<file path="src/rtl/p_input_sel_pipe.sv">
// Registered N-way operand selector for the PE P-input path, with a flush-based source switch.
// Latency: 1 clk from src_data/src_valid to out_p/out_valid in RUN; a switch costs FLUSH_CYC+1 edges.
// Backpressure: hold freezes the output register in RUN only; a flush always runs to completion.
module p_input_sel_pipe #(
    parameter int DATA_W    = 32,
    parameter int N_SRC     = 4,
    parameter int FLUSH_CYC = 2,
    localparam int SEL_W    = $clog2(N_SRC)
) (
    input  logic                    clk,
    input  logic                    rst,
    input  logic [N_SRC*DATA_W-1:0] src_data,
    input  logic [N_SRC-1:0]        src_valid,
    input  logic [SEL_W-1:0]        sel_req,
    input  logic                    sel_load,
    input  logic                    hold,
    output logic [DATA_W-1:0]       out_p,
    output logic                    out_valid,
    output logic [SEL_W-1:0]        sel_cur,
    output logic                    busy,
    output logic                    sel_err
);

    localparam int CNT_W = $clog2(FLUSH_CYC + 1);
    // Source count widened by one bit so out-of-range indices compare correctly
    // even when N_SRC is a power of two.
    localparam logic [SEL_W:0] N_SRC_EXT = (SEL_W + 1)'(N_SRC);

    typedef enum logic {
        RUN   = 1'b0,
        FLUSH = 1'b1
    } state_t;

    state_t              state, state_nxt;
    logic [CNT_W-1:0]    cnt, cnt_nxt;
    logic [SEL_W-1:0]    sel_pend, sel_pend_nxt;
    logic [SEL_W-1:0]    sel_cur_nxt;
    logic [DATA_W-1:0]   out_p_nxt;
    logic                out_valid_nxt;
    logic                busy_nxt;
    logic                sel_err_nxt;

    logic [DATA_W-1:0]   src_arr [N_SRC];
    logic                req_diff;
    logic                req_oob;
    logic                accept;

    // Unpack the flat source bus into one word per source.
    for (genvar i = 0; i < N_SRC; i++) begin : g_unpack
        assign src_arr[i] = src_data[i*DATA_W +: DATA_W];
    end

    assign req_diff = (sel_req != sel_cur);
    assign req_oob  = ({1'b0, sel_req} >= N_SRC_EXT);
    assign accept   = (state == RUN) && sel_load && req_diff && !req_oob;

    // State register plus all registered outputs; reset returns to RUN on source 0.
    always_ff @(posedge clk) begin
        if (rst) begin
            state     <= RUN;
            cnt       <= '0;
            sel_pend  <= '0;
            sel_cur   <= '0;
            out_p     <= '0;
            out_valid <= 1'b0;
            busy      <= 1'b0;
            sel_err   <= 1'b0;
        end else begin
            state     <= state_nxt;
            cnt       <= cnt_nxt;
            sel_pend  <= sel_pend_nxt;
            sel_cur   <= sel_cur_nxt;
            out_p     <= out_p_nxt;
            out_valid <= out_valid_nxt;
            busy      <= busy_nxt;
            sel_err   <= sel_err_nxt;
        end
    end

    // Next-state: accept a switch from RUN, count down the flush, then commit the new source.
    always_comb begin
        state_nxt    = state;
        cnt_nxt      = cnt;
        sel_pend_nxt = sel_pend;
        sel_cur_nxt  = sel_cur;
        case (state)
            RUN: begin
                if (accept) begin
                    state_nxt    = FLUSH;
                    cnt_nxt      = CNT_W'(FLUSH_CYC - 1);
                    sel_pend_nxt = sel_req;
                end
            end
            FLUSH: begin
                if (cnt != '0) begin
                    cnt_nxt = cnt - CNT_W'(1);
                end else begin
                    state_nxt   = RUN;
                    sel_cur_nxt = sel_pend;
                end
            end
            default: state_nxt = RUN;
        endcase
    end

    // Output next-values: capture or hold in RUN, bubble during a switch, one-shot reject pulse.
    always_comb begin
        out_p_nxt     = out_p;
        out_valid_nxt = out_valid;
        busy_nxt      = (state_nxt == FLUSH);
        sel_err_nxt   = (state == RUN) && sel_load && req_diff && req_oob;
        if (state == FLUSH || accept) begin
            out_valid_nxt = 1'b0;
        end else if (!hold) begin
            out_p_nxt     = src_arr[sel_cur];
            out_valid_nxt = src_valid[sel_cur];
        end
    end

endmodule

</file>
<file path="config.mk">
export PLATFORM = sky130hd
export DESIGN_NAME = p_input_sel_pipe
export DESIGN_NICKNAME = d
export VERILOG_FILES = /design/src/rtl/p_input_sel_pipe.sv
export SDC_FILE = /design/constraint.sdc
export NUM_CORES = 1
export LEC_CHECK = 0
export ABC_AREA = 1
export CORE_AREA = 2 2 85 87
export DETAILED_ROUTE_END_ITERATION = 10
export DIE_AREA = 0 0 87 89
export HOLD_SLACK_MARGIN = 0.02
export PLACE_DENSITY = 0.81
export SKIP_CTS_REPAIR_TIMING = 1
export SYNTH_ARGS = -nofsm -noshare
export SYNTH_HDL_FRONTEND = slang
export SYNTH_SLANG_ARGS = --single-unit
</file>
<file path="constraint.sdc">
create_clock -name clk -period 2.52 [get_ports clk]
set_input_delay 0.504 -clock clk [delete_from_list [all_inputs] [get_ports clk]]
set_output_delay 0.504 -clock clk [all_outputs]
set_load 0.02 [all_outputs]
</file>
======== After elaboration in Yosys (flattened, before gate mapping) ========
Index checks and enable logic that the tools add are counted.
storage, ports and cells
  flip-flop bits (word level) ............. 40
  bits of input ports ..................... 138
  output and inout bits ................... 37
cells by class
  add/sub/neg operators ................... 1
  $lt $le $gt $ge ......................... 2
  equal/unequal tests ..................... 3
  multiplexer cells ....................... 11
  bitwise gates (word level) .............. 5
  reduce and logical (&&, ||, !) cells .... 9
operator list
  operator               number
  $bmux W32 S2           1
  $mux W32               2
  $reduce_and A2 Y1      4
  $mux W2                2
  $not A1 Y1             4
  $pmux W2 S2            1
  $ge A3 B3 Y1 const B   1
  $lt A2 B3 Y1 const B   1
  $mux W1                3
  $not A2 Y3             1
  $bmux W1 S2            1
  $logic_and A1 B1 Y1    2
  $ne A2 B1 Y1 const B   1
  $ne A2 B2 Y1           1
  $ne A2 B2 Y1 const B   1
  $pmux W1 S2            1
  $reduce_bool A2 Y1     1
  $reduce_or A2 Y1       1
  $sub A2 B1 Y2 const B  1
  $logic_or A1 B1 Y1     1

======== Depth between registers and ports, before layout ========
  depth in word-level cells ............... 6
  depth in mapped cells ................... 10

======== Worst setup path before layout ========
No wires, ideal clock.
  path type ............................... reg2reg
  start point ............................. register sel_cur[1]
  end point ............................... register out_p[23]
  library setup time ...................... 0.113 ns
  arrival ................................. 1.313 ns
  data required time ...................... 2.407 ns
  slack ................................... 1.095 ns
  cell stages (with the launch flop) ...... 11
  period minus slack after synthesis ...... 1.425 ns
  cell sequence ........................... dfxtp_1 > inv_2 > nand2_1 > nand2_1 > nand2_1 > nand2_4 > nand3_4 > buf_6 > nand2_1 > nand2_1 > nor2_1
between the ends
  word-level cells in the longest chain between the ends .. 5
  elaborated cells between the ends (all ways) .. 9
ends and longest elaborated chain
  element                             RTL line  RTL
  from (decl)                         19        output logic [SEL_W-1:0] sel_cur,
  from (signal assigned)              72        sel_cur <= sel_cur_nxt;
  $ne A2 B2 Y1                        53        assign req_diff = (sel_req != sel_cur);
  $logic_and A1 B1 Y1                 --
  $logic_or A1 B1 Y1                  112       if (state == FLUSH || accept) begin
  $not A1 Y1 (no source line)         --
  $reduce_and A2 Y1 (no source line)  --
  to (signal assigned)                73        out_p <= out_p_nxt;
  to (decl)                           17        output logic [DATA_W-1:0] out_p,
Parallel ways exist; a longest one is shown, timed or not. The select of a mux whose other input is x is not followed.
A chain may end at the register's enable or synchronous reset.

======== Final worst setup path ========
  start point ............................. register sel_cur[0]
  end point ............................... output sel_cur[0]
No word-level cell between the ends.

==> summary.md <==
| Metric | Value |
|---|---|
| Total grt overflow | `0` |
| Netlist cell types | `20` |
| Worst-Skew Late Latency | `around 0.29 ns` |
| Buffer depth of the longest clock path | `2` |
| GR Layer Usage met1 | `23.3%` |
| Largest net degree at the start of global routing | `65` |
| Drt via density | `between 4 and 5` |
| Number of flops mapped to enable cells by yosys | `0` |
| Critical setup path kind | `flop to output pin` |
| Synth top area share | `between 30 and 40%` |
| Critical path's top delay family | `buffers and inverters` |
| Worst-path cell chain | `clkdlybuf4s50_1` |
| Core Rows | `30` |
| Total power | `roughly 2.1 mW` |
| PortBufs | `around 170` |
| Starting Density | `38.6%` |
| CTS buffer count | `5` |
| Register area | `802 um^2` |
| WHS | `0.482 ns` |
| Critical path capture point type | `output pin` |
| Fillers | `604` |
| Post-Syn Nets | `just under 600` |
| Worst setup SP type | `flop` |
| Die Height | `89 um` |
| Final nets | `about 740` |
| Buffers & Inverters on Critical Path | `1` |
| Post-Syn Area | `roughly 2600 um^2` |
| Crit path required time | `approximately 2.0 ns` |
| Number of max-cap violations | `0` |
| FF-to-FF setup slack | `0.70 ns` |
| Syn Inst Count | `roughly 440` |
| Register area share after synthesis | `between 30% and 40%` |
| Status | `finished, final reports clean` |
| Chip width | `between 80 and 90 um` |
| Share of layout cells above drive strength 1 | `between 3 and 4%` |
| Highest-delay cell along the critical path | `clkdlybuf4s50_1` |
| Leakage power total | `1.94 nW` |
| PD cells | `around 470 nW/um^2` |
| Max Clk Rate | `~0.5 GHz` |
| Clock skew | `between 0.002 and 0.0025 ns` |
| Ys async rst share | `0%` |
| Worst-path clk slew | `0.08 ns` |
| GR Util met3 | `under 10%` |
| Maximum vdd drop | `0.289 mV` |
| Synth-to-Final Area Change | `71.2%` |
| Cell taking the most area after synthesis | `dfxtp_1` |
| Commonest cells in the synthesized netlist | `139 x nor2_1, 72 x nand2_1, 71 x o21ai_0` |
| Diode count | `0` |
| Most common cell in the netlist | `nor2_1` |
| Finished Layout Cells | `683` |
| DRC viols | `0` |
| Vias in the first global route | `about 3,200` |
| Post-DR wirelength/cell | `13.0 um` |
| Type of the most critical hold path | `flop to flop` |
| Worst EP arrival | `1.50 ns` |
| Detail Route Antenna Nets | `0` |
| Final Max Tran Viols | `0` |
| Footprint of the multi-input gates | `1450 um^2` |
| Top cells by area, synth | `dfxtp_1 31%, nor2_1 20%, o21ai_0 14%` |
| Core Area | `~6700 um^2` |
| CTS sink count | `40` |
| Core Util, Final | `around two thirds` |
| Critical Path Max Stage Delay | `0.67 ns` |
| Avg Inst Size Synth | `just under 6 um^2` |
| CTS HTree Levels | `2` |
| First drt pass iteration count | `4` |
| Synth Flop Type | `dfxtp_1` |
| Yosys warning count | `0` |
| Final critical-path share of the clock period | `between 70% and 80%` |
| # setup viols final | `0` |
| RePlAce Congestion | `0.795` |
| GRT Util Overall | `between 20% and 30%` |
| Crit-path max FO | `16` |
| First-pass GRT wire length | `between 10,000 and 15,000 um` |
| CTS root buf | `clkbuf_8` |
| Global Route met2 Usage | `a little over two fifths` |
| Total Routed Length | `slightly below 9000 um` |
| Detailed placement HPWL | `6590 um` |
| CTS tree | `yes` |
| Setup TNS | `0 ns` |
| Via count | `approximately 3,300` |
| Min Tclk post-route | `2.01 ns` |
| RSZ-0062 raised after global routing | `false` |
| GR peak layer | `met2` |
| IO Count | `175` |
| Initial antenna violation count | `0` |
| Seq cells post-synth | `40` |
| Starting DRT DRC Count | `between 100 and 150` |
| Placed cells | `675` |
| Endpoints failing hold | `0` |
| Die area | `about 7700 um^2` |
==> placed cells by master (no fill, tap or decap), drive strengths merged, types with 3 or more instances in the layout <==
cell type / synthesis / layout
nor2: 139 / 139
clkbuf: 12 / 6
a21oi: 4 / 4
nand2: 73 / 73
clkdlybuf4s50: 0 / 173
nand3: 3 / 3
o22ai: 32 / 32
inv: 45 / 45
o21ai: 71 / 71
dfxtp: 40 / 40
buf: 19 / 10
==> sequential cells by signal (all words and copies together), names as in the netlist <==
register,cells
cnt,2
out_p,32
out_valid,1
sel_cur,2
sel_pend,2
state,1
==> per-stage QoR <==
step           worst slack [ns]  instance area, um^2
4_1_cts                   0.494                 4440
3_3_place_gp              0.580                 4340
6_report                  0.515                 4440
2_1_floorplan              1.09                 2590
5_1_grt                   0.477                 4440
3_5_place_dp              0.521                 4340
==> cell families after synthesis <==
logic type / synth area share [%]
AO/OA/AOI/OAI: 22.8
adder cells (fa/ha/maj): 0.482
AND/OR/NAND/NOR: 32.3
buffers and inverters: 13.5
flip-flops: 30.9
other: 0.145
==> report_power, final <==
part	internal [mW]	switching [mW]	total, mW	leakage, nW
Clock	0.294	0.223	0.517	0.0552
Combinational	0.437	0.411	0.847	1.56
Sequential	0.701	0.0424	0.743	0.331
Total	1.43	0.676	2.11	1.94
==> worst paths after layout <==
path	from	to	cells past startpoint
worst max-delay path	sel_cur[0]	sel_cur[0]	1
worst max register to register	sel_cur[0]	out_p[7]	11
worst min-delay path	sel_pend[1]	sel_pend[1]	2
worst min register to register	sel_pend[1]	sel_pend[1]	2
==> routing by layer <==
metal	wire length, um	up-vias
li1	-	1722
met3	748	9
met2	4470	129
met1	3580	1449
met4	91	0
met5	0	-
==> cell type report <==
cell class	count	area share [%]
Sequential cell	40	18.1
Tap cell	80	2.25
Multi-Input combinational cell	327	32.5
Inverter	45	3.80
Clock inverter	2	0.789
Clock buffer	6	1.63
Timing Repair Buffer	183	40.9
No activity file was read; power rests on OpenSTA's default activity.
